## src/rtl/toggle_pkg.sv

```systemverilog
// Shared constants and pending-counter update helper for the toggle event receiver.
package toggle_pkg;

    localparam int CNT_W_DEF  = 4;
    localparam int SYNC_DEPTH = 2;

    typedef enum logic [1:0] {
        PEND_HOLD = 2'd0,
        PEND_INC  = 2'd1,
        PEND_DEC  = 2'd2,
        PEND_DROP = 2'd3
    } pend_op_e;

    // An event arriving at a full counter with no accept is lost; event plus accept nets to zero.
    function automatic pend_op_e pend_op(input logic det, input logic acc, input logic full);
        pend_op_e op;
        if (det && !acc) begin
            if (full) begin
                op = PEND_DROP;
            end else begin
                op = PEND_INC;
            end
        end else if (!det && acc) begin
            op = PEND_DEC;
        end else begin
            op = PEND_HOLD;
        end
        return op;
    endfunction

endpackage

```

## src/rtl/sync2ff.sv

```systemverilog
// Two-flop synchronizer for the asynchronous toggle line.
module sync2ff
    import toggle_pkg::*;
(
    input  logic clk,
    input  logic reset,
    input  logic d,
    output logic q
);

    logic [SYNC_DEPTH-1:0] pipe_q;

    // The pipe keeps shifting during reset so it flushes to the live input level.
    always_ff @(posedge clk) begin
        if (!reset) begin
            pipe_q <= {pipe_q[SYNC_DEPTH-2:0], d};
        end else begin
            pipe_q <= {pipe_q[SYNC_DEPTH-2:0], d};
        end
    end

    assign q = pipe_q[SYNC_DEPTH-1];

endmodule

```

## src/rtl/toggle_event_rx.sv

```systemverilog
// Receives toggle-encoded events, strobes each one and keeps a saturating count
// of events awaiting acceptance with a sticky loss flag.
module toggle_event_rx
    import toggle_pkg::*;
#(
    parameter int CNT_W = CNT_W_DEF
) (
    input  logic             clk,
    input  logic             reset,
    input  logic             t_in,
    input  logic             clr_ovf,
    input  logic             ev_ready,
    output logic             ev_pulse,
    output logic             ev_valid,
    output logic [CNT_W-1:0] pending,
    output logic             overflow,
    output logic             q,
    output logic             qbar
);

    logic             s2_s;
    logic             det_s;
    logic             acc_s;
    logic             full_s;
    pend_op_e         op_s;
    logic             q_q;
    logic             ev_pulse_q;
    logic [CNT_W-1:0] pending_q;
    logic [CNT_W-1:0] pending_d;
    logic             overflow_q;
    logic             overflow_d;

    sync2ff u_sync (
        .clk   (clk),
        .reset (reset),
        .d     (t_in),
        .q     (s2_s)
    );

    assign det_s  = (s2_s != q_q);
    assign acc_s  = ev_valid && ev_ready;
    assign full_s = (pending_q == {CNT_W{1'b1}});

    // Next-state for the pending counter and the sticky overflow flag (set beats clear).
    always_comb begin
        op_s       = pend_op(det_s, acc_s, full_s);
        pending_d  = pending_q;
        overflow_d = overflow_q;
        case (op_s)
            PEND_INC:  pending_d = pending_q + CNT_W'(1);
            PEND_DEC:  pending_d = pending_q - CNT_W'(1);
            PEND_DROP: pending_d = pending_q;
            PEND_HOLD: pending_d = pending_q;
            default:   pending_d = pending_q;
        endcase
        if (op_s == PEND_DROP) begin
            overflow_d = 1'b1;
        end else if (clr_ovf) begin
            overflow_d = 1'b0;
        end else begin
            overflow_d = overflow_q;
        end
    end

    // Level tracker, event strobe and counter state; q follows s2 even in reset so
    // the level present at release is never reported as an event.
    always_ff @(posedge clk) begin
        if (!reset) begin
            q_q        <= s2_s;
            ev_pulse_q <= 1'b0;
            pending_q  <= {CNT_W{1'b0}};
            overflow_q <= 1'b0;
        end else begin
            q_q        <= s2_s;
            ev_pulse_q <= det_s;
            pending_q  <= pending_d;
            overflow_q <= overflow_d;
        end
    end

    assign ev_pulse = ev_pulse_q;
    assign pending  = pending_q;
    assign overflow = overflow_q;
    assign ev_valid = (pending_q != {CNT_W{1'b0}});
    assign q        = q_q;
    assign qbar     = ~q_q;

endmodule

```

## config.mk

```make
export PLATFORM = sky130hd
export DESIGN_NAME = toggle_event_rx
export DESIGN_NICKNAME = d
export VERILOG_FILES = /design/src/rtl/toggle_pkg.sv /design/src/rtl/sync2ff.sv /design/src/rtl/toggle_event_rx.sv
export SDC_FILE = /design/constraint.sdc
export NUM_CORES = 1
export LEC_CHECK = 0
export BUFFER_PORTS_ARGS = -buffer_cell sky130_fd_sc_hd__clkbuf_2
export CORE_AREA = 2 2 39 41
export CTS_CLUSTER_DIAMETER = 100
export DETAILED_ROUTE_END_ITERATION = 10
export DIE_AREA = 0 0 41 43
export REMOVE_ABC_BUFFERS = 1
export SYNTH_ARGS = -nofsm -noshare
export SYNTH_HDL_FRONTEND = slang
export SYNTH_SLANG_ARGS = --single-unit
export TNS_END_PERCENT = 20
```

## constraint.sdc

```tcl
create_clock -name clk -period 2.6 [get_ports clk]
set_input_delay 0.52 -clock clk [delete_from_list [all_inputs] [get_ports clk]]
set_output_delay 0.52 -clock clk [all_outputs]
set_load 0.02 [all_outputs]
```

==> run metrics, run 1 <==
R2R setup slack 400 ps; CTS root buffer clkbuf_4; Leak Pwr 0.288 nW; hpwl dp 615 um; DR WL/cell 10.3 um; multiplexer share of the synthesized area 0.0220; GP Congestion slightly above 0.7; ys async rst share 0; post-synthesis sequential area ratio 0.396; GR Util All Layers 0.105; Worst-Margin Slew 310 ps; synthesized area per cell 10.4 um2; Post-Syn Instances 44; Post-synth EDFFs 0; Pwr per Cell Area approximately 1100 mW/mm2; Clock Sinks 9; clock latency on the worst-skew pair 250 ps; via/cell ratio 4.83; Worst EP required 2800 ps; post-synth cell types 25; CP endpoint kind register; Reg-to-Reg Start pending[2]; CP Max Fanout 6; first-pass GRT wire length 1190 um; placed inst area 536 um2; core area 0.00138 mm2; die area 0.00176 mm2; detailed-route DRC error count 0; status complete, no violations; most frequent cells in the layout clkbuf_2, dfxtp_1, inv_1; initial antenna violation count 0; Seq cells post-synth 9; Worst VDD drop 0.468 mV; Hold Path Depth 0; Final min period approximately 2200 ps; cells resized by post-CTS repair 0; DIE WIDTH a little over 40 um; ant diodes 0; worst hold start u_sync.pipe_q[0]; Final Cycle Share 0.845; final slew viol count 0; router iterations before antenna repair 2; number of global-route vias before repair 299; Final ANT Viol Nets 0; TritonCTS clock tree yes; Worst EP arrival 2400 ps; Worst Hold Class reg2reg; Setup Viol. Count Final 0; largest family of logic cells by synthesized area compound AO/OA/AOI/OAI gates; clock slew at reported path FFs 60 ps; Compound-Gate Fraction of Synth Area 0.195; Synth Warn # 0; Port Buffers 13; CP Launch Type register; RSZ-0062 raised after global routing no; Post-Synth Simple-Gate Area 0.151; setup_tns 0 ps; Slew HR 0.793; DR iter-0 viols 2; initial core utilization 0.329; largest net degree at the start of global routing 8; Adder-Cell Fraction of Synth Area 0.126; vias after detailed routing 367; final hold violations 0; I/O pin cnt 14; cell count of the worst reg-to-reg path 8; CTS Buffer Depth 2; H-tree depth 1; WHS Endpoint u_sync.pipe_q[1]; Hold-fix buffers, CTS 0; total gr overflow 0; most common cell after layout, fill and taps aside clkbuf_2; max cap viols 0; Nets 70; clk_skew 1.18 ps; post-synthesis cell area about 460 um2; die height about 43 um; Rows 14; Synth Area in XOR/XNOR 0.0577; number of buffers created by CTS 3; Crit Path Class reg2reg; final wirelength 783 um; layout cells sized above 1 0.300; Area Growth Syn to Fin 23.4%; fmax 455 MHz; crit path launch pending[2]; reg2reg end pending[3]; Post-CTS Setup Repair Bufs 0; Synth Flop Type dfxtp_1; final instance area 562 um2
## cells by family after synthesis
family / Yosys count
multiplexers: 1
AO/OA/AOI/OAI: 9
adder cells (fa/ha/maj): 4
flip-flops: 9
buffers and inverters: 6
AND/OR/NAND/NOR: 12
XOR/XNOR: 3
## synth_stat cells (all sizes together) (2+ instances only)
master / count / share of area
ha: 3 / 0.082
nor2b: 2 / 0.027
nand2: 3 / 0.025
and2: 2 / 0.027
dfxtp: 9 / 0.40
xor2: 2 / 0.038
inv: 5 / 0.041
## through the flow
step | instances | worst slack, ps | total power [mW] | hold slack, ps | util
4_1_cts | 76 | 387 | 0.607 | 332 | 0.406
2_1_floorplan | 43 | 469 | 0.423 | 310 | -
5_1_grt | 76 | 232 | 0.652 | 343 | 0.406
6_report | 76 | 402 | 0.597 | 329 | 0.406
3_5_place_dp | 72 | 403 | 0.502 | 314 | 0.387
3_3_place_gp | 72 | 438 | 0.495 | 320 | 0.387
## power by group
part	internal (mW)	switching, mW	total [mW]
combinational	0.122	0.155	0.277
clock	0.0588	0.0440	0.103
sequential	0.166	0.0508	0.217
total	0.347	0.250	0.597
## registers in the layout, summed over array words and instances (netlist names)
| signal | flops |
|---|---|
| pending | 4 |
| u_sync.pipe_q | 2 |
| ev_pulse | 1 |
| overflow | 1 |
| q | 1 |
## critical path, cell delays in order, from the launching register on
cell and delay [ps]:
dfxtp_1 380, o41ai_4 430, or2_1 210, inv_1 70, ha_1 320, a21oi_1 100, a211o_2 340, a31oi_1 180
a41o_1 100
## worst max path at each step
stage,endpoint,slack (ps)
after floorplan,pending[3],470
after global placement,pending[3],440
after global routing,pending[3],230
after detailed placement,pending[3],400
after CTS,pending[3],390
final,pending[3],400
## routing by layer
layer / vias to the layer above / global-route usage / part of all wire
li1: 187 / - / -
met2: 11 / 0.150 / 0.47
met3: 0 / 0.0942 / 0.075
met1: 169 / 0.114 / 0.45
met5: - / 0 / 0
met4: 0 / 0.0200 / 0
## cell type report
type                       instances  area (um2)
clock buffer                       4        26.3
multi-input combinational         29         251
timing repair buffer              13        65.1
tap                               16        20.0
fill                             151         822
sequential                         9         180
inverter                           5        18.8
(Power assumes the default switching activity.)
==> run 2, diff against run 1 <==
clock period = 2 ns   (was 2.6 ns; I/O delays follow)
==> run metrics, run 2 (synthesis results as in run 1) <==
RSZ-0062 raised after global routing yes; H-tree depth 1; final slew viol count 0; final wirelength 1020 um; slowest CP cell o41ai_4; CP Max Fanout 3; buffers plus inverters on the worst setup path 1; Port Buffers 13; Leak Pwr 0.332 nW; DR WL/cell approximately 12 um; Worst EP arrival 2120 ps; detailed-route DRC error count 0; largest net degree at the start of global routing 8; Final min period 1960 ps; total gr overflow 0; number of global-route vias before repair 370; worst path cell trace o41ai_4 -> or2_1 -> inv_2 -> ha_4 -> a21oi_1 -> a211o_4 -> a31oi_4 -> a41o_1; most frequent cells in the layout clkbuf_2, buf_4, dfxtp_1; die area approximately 0.0018 mm2; Worst Hold Class in2reg; max reg flops 4; CP endpoint kind register; pre-CTS setup slack -8.13 ps; Slowest Stage Delay on Critical Path 370 ps; # fillers 128; Nets 79; CP Launch Type register; die height 43 um; Worst EP required ~2200 ps; kind of cell adding the most delay to the critical path compound AO/OA/AOI/OAI gates; Final Cycle Share 0.978; router iterations before antenna repair 3; CTS Buffer Depth 2; final hold violations 0; Slew HR 0.789; GR Util All Layers 0.134; vias after detailed routing a little over 400; Worst-Margin Slew 316 ps; ant diodes 0; DIE WIDTH between 40 and 50 um; Pwr per Cell Area approximately 1400 mW/mm2; initial core utilization 0.329; Hold-fix buffers, CTS 0; first-pass GRT wire length 1570 um; Worst VDD drop 0.513 mV; initial antenna violation count 0; layout cells sized above 1 0.507; most common cell after layout, fill and taps aside clkbuf_2; Area Growth Syn to Fin 51.1%; clock slew at reported path FFs 70 ps; GP Congestion ~0.74; fmax 511 MHz; worst setup margin 43.2 ps; max cap viols 0; Final ANT Viol Nets 0; Clock Sinks 9; via/cell ratio 4.75; DR iter-0 viols 4; clk_skew 6.59 ps; core area 0.00138 mm2; I/O pin cnt 14; status complete, no violations; Setup Viol. Count Final 0; clock latency on the worst-skew pair between 200 and 300 ps; CTS root buffer clkbuf_4; Rows 14; setup_tns 0 ps; number of buffers created by CTS 3; Crit Path Class reg2reg; hpwl dp around 670 um; TritonCTS clock tree yes
## run 2: cell count changes in the layout (fill, tap and decap cells not counted), sizes merged
cell,previous run,this run
buf,0,9
clkbuf,17,16
clkinv,0,1
## run 2: final timing paths
kind              slack (ps)              from  cells after the start          endpoint
setup / recovery          40        pending[1]                      8        pending[3]
hold reg to reg          340  u_sync.pipe_q[0]                      0  u_sync.pipe_q[1]
setup reg to reg          40        pending[1]                      8        pending[3]
hold / removal           230              t_in                      1  u_sync.pipe_q[0]
## run 2: where the power goes
| group | internal [mW] | switching [mW] | total, mW |
|---|---|---|---|
| registers | 0.218 | 0.0340 | 0.252 |
| logic | 0.266 | 0.293 | 0.559 |
| clock network | 0.0738 | 0.0670 | 0.141 |
| total | 0.558 | 0.394 | 0.952 |
## run 2: metrics by stage
| stage | hold slack, ps | total power, mW | area, um2 | cells | utilization |
|---|---|---|---|---|---|
| after floorplan | 310 | 0.550 | 450 | 43 | - |
| after global placement | 317 | 0.711 | 588 | 79 | 0.425 |
| after detailed placement | 315 | 0.715 | 588 | 79 | 0.425 |
| after CTS | 222 | 0.881 | 636 | 84 | 0.459 |
| after global routing | 216 | 1.04 | 688 | 85 | 0.497 |
| final | 232 | 0.952 | 688 | 85 | 0.497 |
## run 2: what timing repair did
action                     in CTS  in global routing
pin swaps                       1                  5
setup buffers                   1                  1
setup endpoints to repair       1                  3
resized for setup               1                  9
## run 2: metal layers
metal  GRT usage  vias up  part of all wire
met2       0.181       11              0.51
met4      0.0400        0                 0
met3      0.0785        0             0.054
li1            -      207                 -
met5           0        -                 0
met1       0.176      186              0.43
## run 2: final cells by class
class | count | area [um2] | area share
Clock buffer | 3 | 22.5 | 0.0327
Inverter | 5 | 18.8 | 0.0273
Clock inverter | 1 | 5.00 | 0.00727
Sequential cell | 9 | 181 | 0.264
Tap cell | 16 | 20.0 | 0.0291
Multi-Input combinational cell | 29 | 308 | 0.447
Timing Repair Buffer | 22 | 133 | 0.193
